[src/rtl/div_pkg.sv]
// Shared definitions for the sequential restoring divider: default width,
// FSM state encoding and step-counter sizing.
package div_pkg;

  localparam int unsigned DIV_WIDTH = 32;

  typedef enum logic [1:0] {
    IDLE = 2'd0,
    CALC = 2'd1,
    FIX  = 2'd2,
    DONE = 2'd3
  } div_state_t;

  function automatic int unsigned cnt_width(input int unsigned w);
    return $clog2(w) + 1;
  endfunction

endpackage

[src/rtl/div_step.sv]
// One restoring-division step: trial-subtract the divisor magnitude from the
// already-shifted partial remainder and select the result.
module div_step #(
  parameter int unsigned WIDTH = div_pkg::DIV_WIDTH
) (
  input  logic [WIDTH:0]   part_rem,
  input  logic [WIDTH-1:0] dvs_mag,
  output logic [WIDTH-1:0] next_rem,
  output logic             q_bit
);

  logic [WIDTH:0] diff;

  // part_rem < 2*dvs_mag, so the difference fits WIDTH+1 bits and its MSB is the borrow
  always_comb begin
    diff     = part_rem - {1'b0, dvs_mag};
    q_bit    = ~diff[WIDTH];
    next_rem = q_bit ? diff[WIDTH-1:0] : part_rem[WIDTH-1:0];
  end

endmodule

[src/rtl/seq_divider.sv]
// Sequential signed/unsigned restoring divider: one quotient bit per cycle,
// fixed latency, sign correction in a final FIX cycle.
module seq_divider
  import div_pkg::*;
#(
  parameter int unsigned WIDTH = DIV_WIDTH
) (
  input  logic             clk,
  input  logic             rst_n,
  input  logic             start,
  input  logic             signed_op,
  input  logic [WIDTH-1:0] dividend,
  input  logic [WIDTH-1:0] divisor,
  output logic             busy,
  output logic             done,
  output logic [WIDTH-1:0] quotient,
  output logic [WIDTH-1:0] remainder,
  output logic             div_by_zero
);

  localparam int unsigned CW = cnt_width(WIDTH);

  div_state_t       state;
  logic [CW-1:0]    cnt;
  logic [WIDTH-1:0] rem;
  logic [WIDTH-1:0] dq;
  logic [WIDTH-1:0] dvs;
  logic             neg_q;
  logic             neg_r;
  logic [WIDTH-1:0] step_rem;
  logic             step_q;

  function automatic logic [WIDTH-1:0] mag(input logic [WIDTH-1:0] v, input logic s);
    return (s && v[WIDTH-1]) ? -v : v;
  endfunction

  div_step #(.WIDTH(WIDTH)) u_step (
    .part_rem (({rem, dq[WIDTH-1]})),
    .dvs_mag  (dvs),
    .next_rem (step_rem),
    .q_bit    (step_q)
  );

  // dq starts as the dividend magnitude and fills with quotient bits as it shifts out
  always_ff @(posedge clk or negedge rst_n) begin
    if (!rst_n) begin
      state       <= IDLE;
      cnt         <= '0;
      rem         <= '0;
      dq          <= '0;
      dvs         <= '0;
      neg_q       <= 1'b0;
      neg_r       <= 1'b0;
      busy        <= 1'b0;
      done        <= 1'b0;
      quotient    <= '0;
      remainder   <= '0;
      div_by_zero <= 1'b0;
    end else begin
      case (state)
        IDLE, DONE: begin
          done <= 1'b0;
          if (start) begin
            neg_q <= signed_op & (dividend[WIDTH-1] ^ divisor[WIDTH-1]);
            neg_r <= signed_op & dividend[WIDTH-1];
            if (divisor == '0) begin
              state       <= DONE;
              done        <= 1'b1;
              quotient    <= '1;
              remainder   <= dividend;
              div_by_zero <= 1'b1;
            end else begin
              state       <= CALC;
              busy        <= 1'b1;
              cnt         <= '0;
              rem         <= '0;
              dq          <= mag(dividend, signed_op);
              dvs         <= mag(divisor, signed_op);
              div_by_zero <= 1'b0;
            end
          end else begin
            state <= IDLE;
          end
        end
        CALC: begin
          rem <= step_rem;
          dq  <= {dq[WIDTH-2:0], step_q};
          cnt <= cnt + 1'b1;
          if (cnt == CW'(WIDTH - 1)) state <= FIX;
        end
        FIX: begin
          quotient  <= neg_q ? -dq : dq;
          remainder <= neg_r ? -rem : rem;
          busy      <= 1'b0;
          done      <= 1'b1;
          state     <= DONE;
        end
        default: state <= IDLE;
      endcase
    end
  end

endmodule

[config.mk]
export PLATFORM = sky130hd
export DESIGN_NAME = seq_divider
export DESIGN_NICKNAME = d
export VERILOG_FILES = /design/src/rtl/div_pkg.sv /design/src/rtl/div_step.sv /design/src/rtl/seq_divider.sv
export SDC_FILE = /design/constraint.sdc
export NUM_CORES = 1
export LEC_CHECK = 0
export ABC_AREA = 1
export CELL_PAD_IN_SITES_DETAIL_PLACEMENT = 2
export CELL_PAD_IN_SITES_GLOBAL_PLACEMENT = 2
export CORE_ASPECT_RATIO = 0.7
export CORE_MARGIN = 2
export CORE_UTILIZATION = 34
export CTS_CLUSTER_SIZE = 12
export DETAILED_ROUTE_END_ITERATION = 12
export PLACE_DENSITY = 0.88
export SLEW_MARGIN = 20
export SYNTH_ARGS = -nofsm -noshare
export SYNTH_HDL_FRONTEND = slang
export SYNTH_HIERARCHICAL = 1
export SYNTH_SLANG_ARGS = --single-unit
[constraint.sdc]
create_clock -name clk -period 7.2 [get_ports clk]
set_clock_uncertainty 0.05 [all_clocks]
set_input_delay 0.72 -clock clk [delete_from_list [all_inputs] [get_ports clk]]
set_output_delay 0.72 -clock clk [all_outputs]
set_load 0.05 [all_outputs]
==> flow_metrics.py, run 1 <==
metrics = {
    "sta": {
        "worst_pin_slew_ns": 0.898,
        "rsz0062_at_grt": "no",
        "maxSlewViolCount": 0,
        "relSlewSlack": 0.401,
        "fin_crit_ns": 3.74,
        "period_share": 0.520,
        "hold_viol": 0,
        "setup_tns_ns": 0,
        "fmax_mhz": 267,
        "setup_viol": 0,
    },
    "yosys": {
        "synth.distinct_cells": 39,
        "synth_edf_count": 0,
        "synth_area_um2": 14500,
        "ys_top_cells_by_area": "dfrtp_1 30%, nand2_1 25%, nand3_1 10%",
        "seq_area_frac_synth": 0.299,
        "yosys_register_bits": 173,
        "yosysMostFrequentCell": "nand2_1",
        "async_flop_share": 1.00,
        "synth_top_area_cell": "dfrtp_1",
        "synthDominantCellAreaShare": 0.299,
        "yosysWarnings": 6,
        "synth_cells": 2434,
        "synth_area_per_cell_um2": 5.95,
        "synth_flop_cell": "dfrtp_1",
        "syn-num-nets": 2543,
        "synth_common_cells": "964 x nand2_1, 303 x inv_1, 290 x nand3_1",
    },
    "floorplanning": {
        "core_um2": 42200,
        "die_h_um": 177,
        "die_w_um": 251,
        "die_area_um2": 44300,
        "row_count": 63,
        "initial_core_util": 0.344,
        "ios": 135,
    },
    "route": {
        "ant_nets": 0,
        "totalWireLength_um": 67000,
        "num_vias": 16900,
        "viasPerCell": 5.47,
        "drtIter0Drc": 1144,
        "wire_per_inst_um": 21.7,
        "drt-pass1-iter-count": 5,
        "drc": 0,
    },
    "clock_network": {
        "postCtsHoldBufs": 0,
        "postCtsSetupBuffers": 0,
        "numCtsBuffers": 17,
        "clkTransAtPathRegs_ns": 0.07,
        "cts_resized": 0,
        "clkLatencyLatePin_ns": 0.48,
        "cts.sinks": 173,
        "clockBufferDepth": 2,
        "h-tree-depth": 4,
        "cts_tree": "yes",
        "root_buffer": "clkbuf_16",
    },
    "global_route": {
        "grt.busiest_layer": "met2",
        "grt_pass1_vias": 18200,
        "grt_max_degree": 66,
        "antenna_found_initial": 1,
        "grtUsageMet3": 0.0337,
        "grt_overflow": 0,
        "use_met1": 0.453,
        "grtUsageTotal": 0.308,
        "use_met2": 0.480,
        "grt_pass1_wl_um": 106000,
    },
    "placement": {
        "io_buffers": 134,
        "place_area_um2": 16200,
        "hpwl_um": 52400,
        "placed_cells": 3054,
        "gp_congestion": 0.955,
    },
    "worst_setup_path": {
        "regToRegEndpoint": "remainder[20]",
        "r2r_slack_ns": 3.75,
        "rr_startpoint": "state[0]",
        "cp_max_fo": 50,
        "crit_required_ns": 7.57,
        "rr_worst_depth": 11,
        "criticalPathCategory": "input pin to register",
        "startpoint": "divisor[1]",
        "cp-start-kind": "input pin",
        "end_kind": "register",
        "critPathCapture": "remainder[20]",
        "cp.arrival_ns": 4.11,
    },
    "status": {
        "outcome": "completed",
    },
    "cells_and_area": {
        "fin_nets": 2630,
        "area_growth_pct": 15.5,
        "final_area_um2": 16700,
        "num-fill-cells": 5345,
        "layoutNonFillerInstCount": 3086,
        "drive_above_1_share": 0.0336,
        "final_core_util": 0.397,
    },
    "power_and_ir_drop": {
        "total_power_mw": 7.06,
        "powerDensity_nw_per_um2": 421,
        "p_leak_nw": 8.85,
        "vdd_ir_drop_max_mv": 0.243,
    },
    "worst_hold_path": {
        "hold_path.class": "input pin to asynchronous set/reset pin",
    },
    "flow_run": {
        "cap_violations": 0,
    },
}
==> state kept, by name, indices dropped and copies added, names as in the netlist, 2 cells and up <==
signal,flops
cnt,6
dq,32
dvs,32
quotient,32
rem,32
remainder,32
state,2
==> metrics by stage <==
step / setup slack [ns] / hold slack (ns)
2_1_floorplan: 4.88 / 0.374
3_3_place_gp: 3.23 / 0.407
3_5_place_dp: 2.99 / 0.415
4_1_cts: 3.49 / 0.191
5_1_grt: 3.21 / 0.225
6_report: 3.46 / 0.179
==> layout make-up <==
type	count	area (um2)	share of cell area
Tap cell	552	691	0.0412
Timing Repair Buffer	146	1430	0.0856
Antenna cell	1	2.50	0.000149
Clock inverter	11	96.3	0.00575
Sequential cell	173	4330	0.259
Clock buffer	20	447	0.0267
Multi-Input combinational cell	1868	8560	0.511
Inverter	315	1180	0.0706
==> power breakdown <==
part           internal [mW]  switching [mW]
Clock                  0.480           0.450
Sequential              1.37           0.373
Combinational           1.18            3.21
==> layer usage <==
layer	up-vias	part of all wire
met4	0	0.015
li1	7822	-
met5	-	0
met3	51	0.044
met2	407	0.43
met1	8614	0.51
==> cell families (layout without fill, tap and decap cells) <==
logic type,after synthesis,in the layout,synth area share
AND/OR/NAND/NOR,1563,1563,0.447
flip-flops,173,173,0.299
AO/OA/AOI/OAI,221,221,0.0811
XOR/XNOR,43,43,0.0260
other,0,1,0
adder cells (fa/ha/maj),41,41,0.0359
buffers and inverters,393,492,0.111
==> cell usage in the layout (no fill, tap or decap), types with 9 or more instances in the layout <==
| cell | synthesis | layout |
|---|---|---|
| nand2_2 | 11 | 10 |
| xor2_1 | 41 | 41 |
| nor3_1 | 23 | 23 |
| inv_2 | 10 | 10 |
| o21ai_0 | 95 | 95 |
| dfrtp_1 | 173 | 173 |
| nand2_1 | 964 | 964 |
| nand3_1 | 290 | 290 |
| nand4_1 | 32 | 32 |
| clkbuf_16 | 0 | 17 |
| o211ai_1 | 9 | 9 |
| o21ai_1 | 41 | 41 |
| ha_1 | 40 | 38 |
| buf_4 | 4 | 12 |
| a21oi_1 | 59 | 59 |
| nor2_1 | 212 | 212 |
| inv_1 | 303 | 303 |
| clkdlybuf4s50_1 | 0 | 133 |
==> how the worst min path moves through the flow <==
stage / startpoint / to / slack [ns] / cells after the start
final: rst_n / remainder[1] / 0.18 / 1
after global routing: rst_n / quotient[8] / 0.23 / 1
after CTS: rst_n / quotient[8] / 0.19 / 1
after detailed placement: quotient[22] / quotient[22] / 0.42 / 2
after global placement: quotient[0] / quotient[0] / 0.41 / 2
after floorplan: rst_n / busy / 0.37 / 0
==> critical path: stages <==
cell	delay [ns]
clkdlybuf4s50_1	0.42
inv_1	0.11
ha_1	0.19
nand3_1	0.16
nor2_2	0.22
nand3_2	0.17
nor2_4	0.19
nand2_2	0.22
nand2_4	0.55
inv_2	0.45
buf_4	0.39
nor2_1	0.16
nand2_1	0.07
nand2_1	0.06
(Power assumes the default switching activity.)
==> inputs of run 2 (changes only) <==
--- a/config.mk
+++ b/config.mk
@@ -10,10 +10,10 @@
 export CELL_PAD_IN_SITES_GLOBAL_PLACEMENT = 2
 export CORE_ASPECT_RATIO = 0.7
 export CORE_MARGIN = 2
-export CORE_UTILIZATION = 34
+export CORE_UTILIZATION = 31
 export CTS_CLUSTER_SIZE = 12
 export DETAILED_ROUTE_END_ITERATION = 12
-export PLACE_DENSITY = 0.88
+export PLACE_DENSITY = 0.81
 export SLEW_MARGIN = 20
 export SYNTH_ARGS = -nofsm -noshare
 export SYNTH_HDL_FRONTEND = slang
==> constraint.sdc (replaced) <==
create_clock -name clk -period 3.9 [get_ports clk]
set_clock_uncertainty 0.05 [all_clocks]
set_input_delay 0.39 -clock clk [delete_from_list [all_inputs] [get_ports clk]]
set_output_delay 0.39 -clock clk [all_outputs]
set_load 0.05 [all_outputs]
==> flow_metrics.py, run 2 (synthesis results as in run 1) <==
metrics = {
    "cells_and_area": {
        "drive_above_1_share": 0.0366,
        "final_area_um2": 16900,
        "fin_nets": 2636,
        "final_core_util": 0.365,
        "area_growth_pct": 16.8,
        "final_common_cell": "nand2_1",
        "layoutNonFillerInstCount": 3153,
        "layout_common_cells": "964 x nand2_1, 303 x inv_1, 290 x nand3_1",
    },
    "worst_setup_path": {
        "criticalPathCategory": "input pin to register",
        "cp.arrival_ns": 3.53,
        "end_kind": "register",
        "cp_max_fo": 60,
        "critPathTopFamily": "buffers and inverters",
        "critPathSlowestCell": "clkinv_2",
        "max_stage_delay_ns": 0.76,
        "rr_worst_depth": 17,
        "cp-start-kind": "input pin",
        "cp.depth": 13,
        "cp_cell_sequence": "clkdlybuf4s50_1 > inv_1 > ha_1 > nand3_1 > nor2_2 > nand3_2 > nor2_4 > nand2_2 > nand2_4 > clkinv_2 > buf_4 > nand2_1 > nand2_1",
        "cp_common_cell": "nand2_1",
        "critPathBufInv": 4,
        "crit_required_ns": 4.22,
    },
    "clock_network": {
        "clkTransAtPathRegs_ns": 0.08,
        "numCtsBuffers": 17,
        "root_buffer": "clkbuf_16",
        "h-tree-depth": 4,
        "cts.sinks": 173,
        "cts_tree": "yes",
        "clockBufferDepth": 2,
        "clkLatencyLatePin_ns": 0.47,
    },
    "sta": {
        "hold_viol": 0,
        "setup_tns_ns": 0,
        "fin_crit_ns": 3.21,
        "setup_viol": 0,
        "period_share": 0.823,
        "relSlewSlack": 0.327,
        "worst_pin_slew_ns": 1.01,
        "maxSlewViolCount": 0,
        "fmax_mhz": 312,
        "rsz0062_at_grt": "no",
    },
    "power_and_ir_drop": {
        "pwr-share-comb": 0.615,
        "seqPwrFrac": 0.248,
        "p_leak_nw": 8.90,
        "power.share.clock": 0.138,
        "switchingPower_mw": 7.43,
        "power.internal_mw": 5.63,
        "total_power_mw": 13.1,
        "switching_share": 0.569,
        "vdd_ir_drop_max_mv": 0.448,
        "powerDensity_nw_per_um2": 772,
    },
    "floorplanning": {
        "core_um2": 46300,
        "die_w_um": 262,
        "initial_core_util": 0.313,
        "row_count": 66,
        "die_area_um2": 48500,
        "die_h_um": 185,
        "ios": 135,
    },
    "route": {
        "drtIter0Drc": 1175,
        "viasPerCell": 5.25,
        "ant_nets": 0,
        "totalWireLength_um": 65700,
        "num_vias": 16600,
        "drt-pass1-iter-count": 6,
        "drc": 0,
        "wire_per_inst_um": 20.8,
    },
    "global_route": {
        "grt_pass1_wl_um": 103000,
        "grtUsageTotal": 0.272,
        "antenna_found_initial": 3,
        "grt_max_degree": 73,
        "grt_pass1_vias": 17400,
        "grt_overflow": 0,
    },
    "placement": {
        "placed_cells": 3119,
        "gp_congestion": 0.908,
        "place_area_um2": 16300,
        "io_buffers": 134,
        "hpwl_um": 52200,
    },
    "status": {
        "outcome": "completed",
    },
    "flow_run": {
        "cap_violations": 0,
    },
    "worst_hold_path": {
        "hold_path.class": "input pin to asynchronous set/reset pin",
    },
}
==> run 2: cell count changes in the layout (fill, tap and decap cells not counted), moves of 2 or more <==
cell	before	now
buf_4	12	16
clkbuf_1	2	0
clkinv_2	4	1
clkinvlp_4	5	3
inv_6	0	8
==> run 2: power groups by stage <==
stage	registers [mW]	clock network, mW	logic, mW
final	3.24	1.80	8.03
after detailed placement	3.25	0	7.92
after global placement	3.22	0	7.52
after global routing	3.33	1.90	8.84
after CTS	3.23	1.83	8.01
after floorplan	4.10	0	4.24
==> run 2: routing by layer <==
metal  global-route usage  vias to the layer above  part of all wire
met1                0.417                     8374              0.52
met5                    0                        -                 0
met2                0.416                      320              0.43
li1                     -                     7834                 -
met3               0.0281                       36             0.043
met4               0.0460                        0            0.0080
==> run 2: final timing paths <==
kind                            endpoint         start  slack (ns)
max                        remainder[29]    divisor[1]        0.69
min                          quotient[1]         rst_n        0.43
max reg2reg                      rem[31]        dvs[0]        0.75
min reg2reg                 quotient[15]  quotient[15]        0.43
max in group asynchronous         dq[13]         rst_n        2.23
min in group clk            quotient[15]  quotient[15]        0.43
==> run 2: through the flow <==
stage	setup WS, ns	hold slack [ns]
2_1_floorplan	1.58	0.0444
3_3_place_gp	0.726	0.405
3_5_place_dp	0.534	0.411
4_1_cts	0.808	0.436
5_1_grt	0.355	0.459
6_report	0.692	0.432
==> run 2: area by class of cell <==
cell class	instances	area (um2)
Timing Repair Buffer	152	1490
Multi-Input combinational cell	1868	8570
Clock buffer	17	425
Antenna cell	1	2.50
Inverter	315	1180
Fill cell	5794	29400
Clock inverter	15	151
Tap cell	612	766
Sequential cell	173	4330
==> run 2: repair_timing <==
action / in CTS / in global routing
hold buffers: 1 / 0
resized for setup: 0 / 0
setup buffers: 0 / 0
hold endpoints to repair: 65 / 0
